`src/rtl/airhockey_pkg.sv`:
```
// Shared constants and types for the air-hockey button front end.
//   BTN_L/BTN_D/BTN_R/BTN_U : bit positions of each push-button in the button vectors
//   NUM_BTN_DEFAULT         : default number of button channels
//   CLK_HZ                  : game/pixel clock frequency (clk25)
//   ms_to_cycles()          : converts milliseconds to clk25 cycles
//   rpt_state_t             : auto-repeat FSM states
package airhockey_pkg;

  localparam int BTN_L = 0;
  localparam int BTN_D = 1;
  localparam int BTN_R = 2;
  localparam int BTN_U = 3;

  localparam int NUM_BTN_DEFAULT = 4;
  localparam int CLK_HZ          = 25_000_000;

  function automatic int ms_to_cycles(input int ms);
    return (CLK_HZ / 1000) * ms;
  endfunction

  typedef enum logic [1:0] {
    IDLE   = 2'd0,
    DELAY  = 2'd1,
    REPEAT = 2'd2
  } rpt_state_t;

endpackage

```
`src/rtl/button_conditioner_if.sv`:
```
// Button bundle between the board pins / game logic and the conditioner.
//   btn_raw     : raw asynchronous button pins, active-high
//   btn_level   : debounced button state
//   btn_press   : one-cycle pulse on a debounced rising edge
//   btn_release : one-cycle pulse on a debounced falling edge
//   btn_repeat  : one-cycle auto-repeat pulses while a button is held
// Modports: master = pin/game side, slave = conditioner.
interface button_conditioner_if #(
  parameter int NUM_BTN = 4
);
  logic [NUM_BTN-1:0] btn_raw;
  logic [NUM_BTN-1:0] btn_level;
  logic [NUM_BTN-1:0] btn_press;
  logic [NUM_BTN-1:0] btn_release;
  logic [NUM_BTN-1:0] btn_repeat;

  modport master (
    output btn_raw,
    input  btn_level, btn_press, btn_release, btn_repeat
  );

  modport slave (
    input  btn_raw,
    output btn_level, btn_press, btn_release, btn_repeat
  );
endinterface

```
`src/rtl/debounce_channel.sv`:
```
// One button channel: 2-flop synchroniser, saturating debounce counter,
// debounced level with press/release pulses and, when the macro
// BUTTON_CONDITIONER_REPEAT_EN is defined, an auto-repeat FSM.
//   clk   : clk25
//   rst_n : asynchronous reset, active-low
//   raw   : raw button pin
//   level : debounced state
//   press : 1-cycle pulse when level rises
//   rel   : 1-cycle pulse when level falls
//   rpt   : 1-cycle auto-repeat pulses (tied 0 without the macro)
module debounce_channel
  import airhockey_pkg::*;
#(
  parameter int DEBOUNCE_CYCLES = 4
`ifdef BUTTON_CONDITIONER_REPEAT_EN
  ,
  parameter int REPEAT_DELAY    = 8,
  parameter int REPEAT_PERIOD   = 3
`endif
) (
  input  logic clk,
  input  logic rst_n,
  input  logic raw,
  output logic level,
  output logic press,
  output logic rel,
  output logic rpt
);

  localparam int CNT_W = $clog2(DEBOUNCE_CYCLES);

  logic             sync_p0;
  logic             sync_p1;
  logic [CNT_W-1:0] cnt;
  logic             commit;
  logic             level_nxt;

  // A change is accepted once sync has disagreed with level for DEBOUNCE_CYCLES cycles.
  assign commit    = (sync_p1 != level) && (cnt == CNT_W'(DEBOUNCE_CYCLES - 1));
  assign level_nxt = commit ? sync_p1 : level;

  // Stage p0/p1: synchroniser; then debounce counter and level/pulse registers.
  always_ff @(posedge clk or negedge rst_n) begin
    if (!rst_n) begin
      sync_p0 <= 1'b0;
      sync_p1 <= 1'b0;
      cnt     <= '0;
      level   <= 1'b0;
      press   <= 1'b0;
      rel     <= 1'b0;
    end else begin
      sync_p0 <= raw;
      sync_p1 <= sync_p0;
      level   <= level_nxt;
      press   <= commit &  sync_p1;
      rel     <= commit & ~sync_p1;
      // Clearing on agreement makes any glitch shorter than the window vanish.
      if ((sync_p1 == level) || commit) cnt <= '0;
      else                              cnt <= cnt + CNT_W'(1);
    end
  end

`ifdef BUTTON_CONDITIONER_REPEAT_EN
  localparam int RMAX = (REPEAT_DELAY > REPEAT_PERIOD) ? REPEAT_DELAY : REPEAT_PERIOD;
  localparam int RCW  = (RMAX > 1) ? $clog2(RMAX) : 1;

  rpt_state_t       state;
  logic [RCW-1:0]   rcnt;

  // Looking at level_nxt rather than level lets the FSM see the press and
  // release in the very cycle they commit, so no repeat pulse coincides
  // with a release pulse.
  always_ff @(posedge clk or negedge rst_n) begin
    if (!rst_n) begin
      state <= IDLE;
      rcnt  <= '0;
      rpt   <= 1'b0;
    end else begin
      rpt <= 1'b0;
      if (!level_nxt) begin
        state <= IDLE;
        rcnt  <= '0;
      end else begin
        case (state)
          IDLE: begin
            if (commit) begin
              state <= DELAY;
              rcnt  <= RCW'(REPEAT_DELAY - 1);
            end
          end
          DELAY, REPEAT: begin
            if (rcnt == '0) begin
              state <= REPEAT;
              rpt   <= 1'b1;
              rcnt  <= RCW'(REPEAT_PERIOD - 1);
            end else begin
              rcnt  <= rcnt - RCW'(1);
            end
          end
          default: begin
            state <= IDLE;
            rcnt  <= '0;
          end
        endcase
      end
    end
  end
`else
  assign rpt = 1'b0;
`endif

endmodule

```
`src/rtl/button_conditioner.sv`:
```
// Conditions the board push-buttons for the game logic: synchronises each
// button into clk25, debounces it and produces level, press, release and
// (optionally) auto-repeat outputs per button. Bit order: [0]=btnl [1]=btnd
// [2]=btnr [3]=btnu.
// Optional feature: define BUTTON_CONDITIONER_REPEAT_EN to build the
// auto-repeat FSMs; otherwise btn_repeat is constant 0.
//   clk   : clk25
//   rst_n : asynchronous reset, active-low
//   bus   : button_conditioner_if.slave (btn_raw in; btn_level, btn_press,
//           btn_release, btn_repeat out)
module button_conditioner
  import airhockey_pkg::*;
#(
  parameter int NUM_BTN         = NUM_BTN_DEFAULT,
  parameter int DEBOUNCE_CYCLES = ms_to_cycles(10),
  parameter int REPEAT_DELAY    = ms_to_cycles(250),
  parameter int REPEAT_PERIOD   = ms_to_cycles(50)
) (
  input  logic                 clk,
  input  logic                 rst_n,
  button_conditioner_if.slave  bus
);

  if (DEBOUNCE_CYCLES < 2 || REPEAT_DELAY < 1 || REPEAT_PERIOD < 1) begin : g_bad_cfg
    $error("button_conditioner: illegal timing parameters");
  end

  logic [NUM_BTN-1:0] level_v;
  logic [NUM_BTN-1:0] press_v;
  logic [NUM_BTN-1:0] rel_v;
  logic [NUM_BTN-1:0] rpt_v;

  for (genvar i = 0; i < NUM_BTN; i++) begin : g_ch
    debounce_channel #(
      .DEBOUNCE_CYCLES (DEBOUNCE_CYCLES)
`ifdef BUTTON_CONDITIONER_REPEAT_EN
      ,
      .REPEAT_DELAY    (REPEAT_DELAY),
      .REPEAT_PERIOD   (REPEAT_PERIOD)
`endif
    ) u_ch (
      .clk   (clk),
      .rst_n (rst_n),
      .raw   (bus.btn_raw[i]),
      .level (level_v[i]),
      .press (press_v[i]),
      .rel   (rel_v[i]),
      .rpt   (rpt_v[i])
    );
  end

  assign bus.btn_level   = level_v;
  assign bus.btn_press   = press_v;
  assign bus.btn_release = rel_v;
  assign bus.btn_repeat  = rpt_v;

endmodule

```
`src/flat_wrapper.sv`:
```
// flat-port wrapper written by rule: the top's interface ports become plain ports
module button_conditioner_flat import airhockey_pkg::*;
#(
  parameter int NUM_BTN         = NUM_BTN_DEFAULT,
  parameter int DEBOUNCE_CYCLES = ms_to_cycles(10),
  parameter int REPEAT_DELAY    = ms_to_cycles(250),
  parameter int REPEAT_PERIOD   = ms_to_cycles(50)
)
  (clk, rst_n, bus_btn_raw, bus_btn_level, bus_btn_press, bus_btn_release, bus_btn_repeat);
  button_conditioner_if #(.NUM_BTN(NUM_BTN)) bus_i ();
  input  logic clk;
  input  logic rst_n;
  input wire logic [$bits(bus_i.btn_raw)-1:0] bus_btn_raw;
  output wire logic [$bits(bus_i.btn_level)-1:0] bus_btn_level;
  output wire logic [$bits(bus_i.btn_press)-1:0] bus_btn_press;
  output wire logic [$bits(bus_i.btn_release)-1:0] bus_btn_release;
  output wire logic [$bits(bus_i.btn_repeat)-1:0] bus_btn_repeat;
  assign bus_i.btn_raw = bus_btn_raw;
  assign bus_btn_level = bus_i.btn_level;
  assign bus_btn_press = bus_i.btn_press;
  assign bus_btn_release = bus_i.btn_release;
  assign bus_btn_repeat = bus_i.btn_repeat;
  button_conditioner #(.NUM_BTN(NUM_BTN), .DEBOUNCE_CYCLES(DEBOUNCE_CYCLES), .REPEAT_DELAY(REPEAT_DELAY), .REPEAT_PERIOD(REPEAT_PERIOD)) u_core (.clk(clk), .rst_n(rst_n), .bus(bus_i));
endmodule
```
`config.mk`:
```
export PLATFORM = sky130hd
export DESIGN_NAME = button_conditioner_flat
export DESIGN_NICKNAME = d
export VERILOG_FILES = /design/src/rtl/airhockey_pkg.sv /design/src/rtl/button_conditioner_if.sv /design/src/rtl/debounce_channel.sv /design/src/rtl/button_conditioner.sv /design/src/flat_wrapper.sv
export SDC_FILE = /design/constraint.sdc
export NUM_CORES = 1
export LEC_CHECK = 0
export CAP_MARGIN = 20
export CORE_MARGIN = 2
export CORE_UTILIZATION = 57
export CTS_CLUSTER_SIZE = 16
export DETAILED_ROUTE_END_ITERATION = 12
export PLACE_DENSITY = 0.86
export SETUP_SLACK_MARGIN = 0.15
export SLEW_MARGIN = 10
export SYNTH_ARGS = -nofsm -noshare
export SYNTH_HDL_FRONTEND = slang
export SYNTH_SLANG_ARGS = --single-unit
```
`constraint.sdc`:
```
create_clock -name clk -period 2.68 [get_ports clk]
set_input_delay 0.536 -clock clk [delete_from_list [all_inputs] [get_ports clk]]
set_output_delay 0.536 -clock clk [all_outputs]
set_load 0.005 [all_outputs]
```
==> results of run 1 <==
[cells in the final DEF, fill, tap and decap left out, types with 3 or more instances in the layout]
cell type,count
and3_1,5
nand4_1,19
nand4_2,3
nand2_1,17
buf_4,5
a21oi_1,5
o21ai_0,5
ha_1,4
clkbuf_8,10
and4_1,3
or3_1,3
nor3b_1,10
xnor2_1,50
nand4b_1,3
nor2_1,76
nand3_1,26
inv_1,10
mux2_2,3
dfrtp_1,92
nor3_1,15
clkdlybuf4s50_1,16
nor4_1,20
or4_1,3
conb_1,4
xor2_1,12
[final cells by class]
| cell class | instances | area, um^2 |
|---|---|---|
| Clock buffer | 10 | 138 |
| Clock inverter | 6 | 71.3 |
| Fill cell | 614 | 2780 |
| Inverter | 10 | 37.5 |
| Multi-Input combinational cell | 303 | 1930 |
| Sequential cell | 92 | 2300 |
| Tap cell | 102 | 128 |
| Timing Repair Buffer | 22 | 218 |
[path summary, 6_finish.rpt]
| path | from | end | cells after the start |
|---|---|---|---|
| max | u_core.g_ch[1].u_ch.cnt[8] | u_core.g_ch[1].u_ch.cnt[13] | 5 |
| min | rst_n | u_core.g_ch[2].u_ch.cnt[15] | 1 |
| max in group asynchronous | rst_n | u_core.g_ch[0].u_ch.cnt[9] | 2 |
| min reg2reg | u_core.g_ch[3].u_ch.sync_p0 | u_core.g_ch[3].u_ch.sync_p1 | 0 |
| min in group clk | u_core.g_ch[3].u_ch.sync_p0 | u_core.g_ch[3].u_ch.sync_p1 | 0 |
| max reg2reg | u_core.g_ch[1].u_ch.cnt[8] | u_core.g_ch[1].u_ch.cnt[13] | 5 |
[worst reg2reg max path: cells and delay by family (launching register included)]
kind | cells | cell delay [ns]
and+or+nand+nor | 3 | 0.52
buffers and inverters | 1 | 0.27
AOI/OAI and AO/OA | 1 | 0.65
DFF | 1 | 0.46
[stage by stage]
step | cell area [um^2] | setup WS (ns)
2_1_floorplan | 4420 | 0.811
3_3_place_gp | 4620 | 0.744
3_5_place_dp | 4620 | 0.668
4_1_cts | 4830 | 0.656
5_1_grt | 4830 | 0.518
6_report | 4830 | 0.668
[where the power goes]
| part | total [mW] | internal, mW | switching, mW |
|---|---|---|---|
| combinational | 0.0905 | 0.0324 | 0.0581 |
| sequential | 1.43 | 1.41 | 0.0209 |
| clock | 0.956 | 0.462 | 0.494 |
[state kept, by name (all words and copies together), names as in the netlist]
register,count
u_core.g_ch.u_ch.rel,4
u_core.g_ch.u_ch.press,4
u_core.g_ch.u_ch.level,4
u_core.g_ch.u_ch.sync_p0,4
u_core.g_ch.u_ch.sync_p1,4
u_core.g_ch.u_ch.cnt,72
[cell families after synthesis]
logic type | after synthesis | share of synthesized area, %
flip-flops | 92 | 52.3
buffers and inverters | 31 | 4.09
AND/OR/NAND/NOR | 213 | 25.7
multiplexers | 5 | 1.34
other | 1 | 0.0851
XOR/XNOR | 62 | 12.3
adder cells (fa/ha/maj) | 4 | 1.14
AO/OA/AOI/OAI | 15 | 3.04
[layer usage]
layer | share of wire, % | wire length (um)
met2 | 51 | 3990
met4 | 1.5 | 121
met3 | 4.3 | 338
met1 | 43 | 3380
met5 | 0 | 0
==> results.toml, run 1 <==
[clock_network]
cts_tree = "done"
cts.reportedPaths.clkPinSlew_ns = 0.09
clock-sinks = 92
ctsHtreeMaxLevel = 3
cts_setup_buffers = 0
cts_buffers = 9
cts.path.max_buffers = 2
cts_resized = 0
clock_latency_ns = 0.37
ctsHoldBuffers = 0
cts-root-buf = "clkbuf_8"

[drt]
drc = 0
via_per_inst = 5.69
wl_per_cell_um = 14.4
antenna_left = 0
first_pass_iters = 4
drtIter0Drc = 126
wirelength_mm = 7.83
num_vias = 3100

[run]
maxCapViolations = 0

[yosys]
synthTopCellsByArea = "dfrtp_1 (52%), xnor2_1 (9.9%), nor2_1 (6.5%)"
yosys.area.top_type_share_pct = 52.3
syn_inst = 423
yosysSeqAreaShare_pct = 52.3
synth_edf_count = 0
yosysUniqueCellTypes = 40
yosysMostFrequentCell = "dfrtp_1"
postSynthAreaPerCell_um2 = 10.4
ys_warn_count = 0
ys_dominant_reg_cell = "dfrtp_1"
synth-seq-cells = 92
synthArstFlopShare_pct = 100
synth.top_cells.by_count = "dfrtp_1 (92), nor2_1 (76), xnor2_1 (50)"
synth_top_cell_by_area = "dfrtp_1"
synth_area_mm2 = 0.00440

[timing]
drv_slew = 0
min_period_ns = 2.01
fin_worst_hold_slack_ns = 0.154
tightest_slew_ns = 0.567
max_slew_margin_pct = 62.1
fin_crit_sh_pct = 75.1
max_freq_mhz = 497
grt_setup_unrepaired = "no"
finalHoldViolCount = 0
fin_skew_ns = 0.0117
setup_viol = 0
final.setup.tns_ns = 0

[placement]
dpl.hpwl_mm = 5.39
place.port_buffers = 17
gp_congestion = 0.864
place_inst = 529

[global_route]
overflow = 0
grt_util_met1_pct = 26.1
grt_max_degree = 49
use_met2_pct = 34.6
grt_busiest_layer = "met2"
grt_first_pass_wirelength_mm = 14.2
grt_pass1_vias = 3104
use_met3_pct = 4.93
grt_antenna_before_repair = 0
grt_usage_pct = 20.8

[worst_setup_path]
path_buf_inv = 1
cp.required_ns = 2.93
crit_path_start_kind = "flip-flop"
rrSetupSlack_ns = 0.67
crit_chain = "nor4_1, nand4_1, o41ai_4, buf_4, nor2_1"
cp.arrival_ns = 2.26
cpPeakStageDelay_ns = 0.65
crit_path_end_kind = "flip-flop"
crit_family = "compound AO/OA/AOI/OAI gates"
critPathKind = "reg2reg"
slowest_stage = "o41ai_4"
critPathMaxFanout = 9

[layout]
drive_gt1_share_pct = 8.80
fin_util_pct = 63.5
antenna_cells = 0
areaGrowthSynthToFinish_pct = 9.60
final_cells = 545
finalNetCount = 448

[floorplan]
initial_core_util_pct = 57.9
die_w_um = 91.9
core_mm2 = 0.00761
die_y_um = 91.9
die_area_mm2 = 0.00845
num_rows = 32
ioPinCount = 22

[power_and_ir_drop]
ir_drop_mv = 0.371
power_density_mw_per_mm2 = 513
p_total_mw = 2.48
power.leakage_nw = 1.93

[hold_path]
worstHoldPathType = "in2async"

[status]
status = "complete, no violations"
(Power assumes the default switching activity.)
==> run 2: changes to the inputs <==
- clock period: 2.68 -> 2 ns (I/O delays scaled with it)
==> results.toml, run 2 (synthesis results as in run 1) <==
[drt]
wirelength_mm = 8.70
num_vias = 3265
first_pass_iters = 4
drtIter0Drc = 127
top_layer = "met4"
met3_length_um = 344
wl_met1_mm = 3.71
wl_per_cell_um = 15.4
wl_met2_mm = 4.45
antenna_left = 0
drc = 0
via_per_inst = 5.77

[floorplan]
ioPinCount = 22
num_rows = 32
die_w_um = 91.9
die_y_um = 91.9
die_area_mm2 = 0.00845
core_mm2 = 0.00761
initial_core_util_pct = 57.9

[clock_network]
cts.reportedPaths.clkPinSlew_ns = 0.09
cts-root-buf = "clkbuf_8"
ctsHtreeMaxLevel = 3
cts_tree = "done"
clock_latency_ns = 0.37
cts_buffers = 9
clock-sinks = 92
cts.path.max_buffers = 2

[placement]
dpl_worst_slack_ns = 0.0868
placed_area_mm2 = 0.00472
place.port_buffers = 17
gp_congestion = 0.851
dpl.hpwl_mm = 5.91

[power_and_ir_drop]
seq_power_share_pct = 56.4
power_density_mw_per_mm2 = 671
clock_power_share_pct = 39.6
p_switching_mw = 0.772
ir_drop_mv = 0.592
pwr-share-comb_pct = 4.0
power.leakage_nw = 2.07
p_sw_share_pct = 22.7
internal_power_mw = 2.63

[timing]
setup_viol = 0
fin_skew_ns = 0.0105
worst_slack_ns = 0.164
max_freq_mhz = 545
grt_setup_unrepaired = "yes"
fin_crit_sh_pct = 91.8
drv_slew = 0
min_period_ns = 1.84
finalHoldViolCount = 0
final.setup.tns_ns = 0

[hold_path]
hp-start = "u_core.g_ch[2].u_ch.sync_p0"
worstHoldPathType = "reg2reg"
min_path_cells = 0
hold_path_end = "u_core.g_ch[2].u_ch.sync_p1"

[layout]
fin_area_mm2 = 0.00506
antenna_cells = 0
areaGrowthSynthToFinish_pct = 15.0
largest_reg_flops = 72
finalNetCount = 469
drive_gt1_share_pct = 15.1
layout_commonest_cell = "dfrtp_1"
regMostFlops = "u_core.g_ch.u_ch.cnt"
final_cell_mix = "dfrtp_1 (87), nor2_1 (76), xnor2_1 (50)"

[global_route]
grt_max_degree = 38
grt_usage_pct = 22.3
grt_antenna_before_repair = 0
overflow = 0
grt_first_pass_wirelength_mm = 15.1
grt_pass1_vias = 3294

[run]
maxCapViolations = 0

[worst_setup_path]
cp.arrival_ns = 2.10
critPathKind = "reg2reg"
reg2reg_from = "u_core.g_ch[0].u_ch.cnt[8]"
rrSetupSlack_ns = 0.16
r2r_cells = 3
startpoint = "u_core.g_ch[0].u_ch.cnt[8]"
r2r-end = "u_core.g_ch[0].u_ch.level"
crit_path_end_kind = "flip-flop"
crit_path_start_kind = "flip-flop"
cp.required_ns = 2.26
critPathMaxFanout = 6

[status]
status = "complete, no violations"
run 2: what timing repair did:
action | in CTS | in global routing
hold buffers | 1 | 0
setup buffers | 3 | 3
resized for setup | 5 | 11
pin swaps | 1 | 6
hold endpoints to repair | 32 | 0
setup endpoints to repair | 5 | 36
run 2: power by group through the flow:
stage	clock (mW)	sequential (mW)	combinational (mW)
floorplan	0	1.94	0.0621
global placement	0	1.95	0.129
detailed placement	0	1.95	0.133
CTS	1.36	1.91	0.136
global route	1.45	1.92	0.158
finish	1.34	1.92	0.137
run 2: how the worst max path moves through the flow:
stage                           endpoint  slack [ns]  cells past startpoint
4_1_cts        u_core.g_ch[2].u_ch.level        0.15                      4
6_report       u_core.g_ch[0].u_ch.level        0.16                      3
5_1_grt        u_core.g_ch[0].u_ch.level        0.10                      4
3_3_place_gp   u_core.g_ch[0].u_ch.level        0.17                      4
2_1_floorplan  u_core.g_ch[2].u_ch.level        0.16                      4
3_5_place_dp   u_core.g_ch[0].u_ch.level        0.09                      4
run 2: area by class of cell:
type | instances | area (um^2)
Tap cell | 102 | 128
Clock inverter | 4 | 53.8
Clock buffer | 12 | 165
Multi-Input combinational cell | 303 | 1990
Inverter | 10 | 37.5
Sequential cell | 92 | 2310
Fill cell | 554 | 2540
Timing Repair Buffer | 43 | 385
run 2: worst max-delay path, cell delays in order (launching register included):
cell and delay (ns):
dfrtp_2 0.45, or3_1 0.40, or4_4 0.59, mux2_2 0.29
run 2: per-layer routing:
layer | track usage [%] | vias to the layer above
met2 | 38.1 | 86
met4 | 9.20 | 0
met1 | 28.4 | 1627
met3 | 3.78 | 16
met5 | 0 | -
li1 | - | 1536
run 2: per-stage QoR:
| stage | power, mW | util, % | hold WS, ns | std cells |
|---|---|---|---|---|
| after global routing | 3.53 | 66.6 | 0.358 | 566 |
| after detailed placement | 2.08 | 62.1 | 0.339 | 543 |
| after CTS | 3.41 | 65.6 | 0.354 | 563 |
| final | 3.40 | 66.6 | 0.355 | 566 |
| after floorplan | 2.01 | - | 0.104 | 426 |
| after global placement | 2.08 | 62.1 | 0.335 | 543 |
==> edit: new RTL, config.mk and constraints of run 2 <==
`NUM_BTN_DEFAULT`: 4 -> 5.
--- a/src/rtl/airhockey_pkg.sv
+++ b/src/rtl/airhockey_pkg.sv
@@ -12,5 +12,5 @@
   localparam int BTN_U = 3;
 
-  localparam int NUM_BTN_DEFAULT = 4;
+  localparam int NUM_BTN_DEFAULT = 5;
   localparam int CLK_HZ          = 25_000_000;
 
Interface: changed (5 resized); port bits go from 22 to 27. The function was not compared with the original's and may differ.
==> edit against run 2 <==
- the flow now finishes with violations (negative setup slack)
- global-route usage is 4.3 points higher
- critical path type unchanged
- combinational power is 51% higher
- largest cell class unchanged
- clock skew is 0.0029 ns lower
- via count is 40% higher
- maximum frequency is 13% lower
- utilization is 8.6 points higher
- sequential cell count is 23 higher
- highest routed layer unchanged
- sequential power is 26% higher
- final area is 38% higher
- synthesized area is 24% higher
- power is 67% higher
- setup slack worse by 0.27 ns
- wire length is 68% higher
==> edit: results (changes against run 2) <==
Compound-Gate Fraction of Synth Area=0.0369 (+0.00647); # hold bufs at CTS=1 (unchanged); setup repair bufs after CTS=14 (+11); Layout Nets=610 (+30%); Post-Synth XOR/XNOR Area=0.117 (-0.00628); CTS clk-pin slew, worst paths=0.06 ns (-0.03 ns); Leak=2.90 nW (+40%); outcome=complete, but fails checks; post-route insts no fill=739 (+31%); H-tree depth=4 (+1); Final Skew=0.00766 ns (-0.00288 ns); setup tns final=-1.10 ns (-1.10 ns); GP Congestion=0.851 (about the same); Root Buffer=clkbuf_8; failing checks=negative setup slack; Power Dens Cells=814 nW/um^2 (+21%); total CTS buffers=17 (+8); routed len/inst=19.8 um (+29%); peak supply drop=745 uV (+26%); DRT Pass-1 Iters=6 (+2); hold-critical path endpoint=u_core.g_ch[4].u_ch.sync_p0; Syn Inst Count=525 (+24%); port bufs=21 (+4); r2r startpoint=u_core.g_ch[1].u_ch.cnt[13]; DP Wirelength=7280 um (+23%); vias=4,574 (+40%); Worst Slack Setup Final=-0.101 ns (-0.265 ns); Seq/Total Area, Yosys=0.527 (+0.00395); fraction of layout cells with a size suffix above 1=0.223 (+0.0721); max reg flops=90 (+25%); hold slack=0.317 ns (-0.0373 ns); Distinct cells, synth=37 (-7.5%); Starting DRT DRC Count=420 (+230%); hold-critical path depth=1 (+1); Hold Path Class=primary input to flop; GRT Util Overall=0.267 (+0.0434); Power Clock=3.06 mW (+130%); first-pass GRT wire length=21,300 um (+41%); post-synthesis mux area share=0.0110 (-0.00236); post-cts resize count=20 (+15); vias in the first global route=4,464 (+36%); Adder-Cell Fraction of Synth Area=0.0114 (+0.0000859); CP Max Fanout=4 (-2); sw frac=0.213 (-0.0141); Area contributors post-synth=dfrtp_1, xnor2_1, nor2_1, xor2_1, nand4_1; commonest cells in the synthesized netlist=dfrtp_1, nor2_1, xnor2_1; Worst Setup Slack post-DPL=-0.124 ns (-0.211 ns); worst path arrival time=2.50 ns (+0.40 ns); synth warn=0 (unchanged); setup violators final=20 (+20); combinational power=0.207 mW (+51%); reg2reg path depth=4 (+1)
## edit: final cells by class
cell class / count / area [um^2] / share of cell area
clock inverters: 9 / 128 / 0.0183
well taps: 129 / 161 / 0.0231
inverters: 7 / 26.3 / 0.00377
multi-input cells: 377 / 2610 / 0.373
repair buffers: 80 / 698 / 0.100
flip-flops and latches: 115 / 2890 / 0.414
clock buffers: 22 / 473 / 0.0678
## edit: cell families after synthesis
family | after synthesis
AOI/OAI and AO/OA | 29
xor gates and xnor gates | 73
adders and majority gates | 5
buffers and inverters | 37
DFF | 115
muxes | 5
other | 1
and+or+nand+nor | 260
## edit: layer usage
layer,wire (um),part of all wire,up-vias,GRT usage
met3,847,0.058,67,0.0609
met2,7580,0.52,253,0.437
li1,-,-,1984,-
met5,0,0,-,0
met4,581,0.040,0,0.131
met1,5600,0.38,2270,0.336
## edit: worst max-delay path: stages (launching register included)
cell and delay [ns]:
dfrtp_1 0.37, or4b_1 0.51, or4_4 0.53, or2_4 0.27
mux2_4 0.30
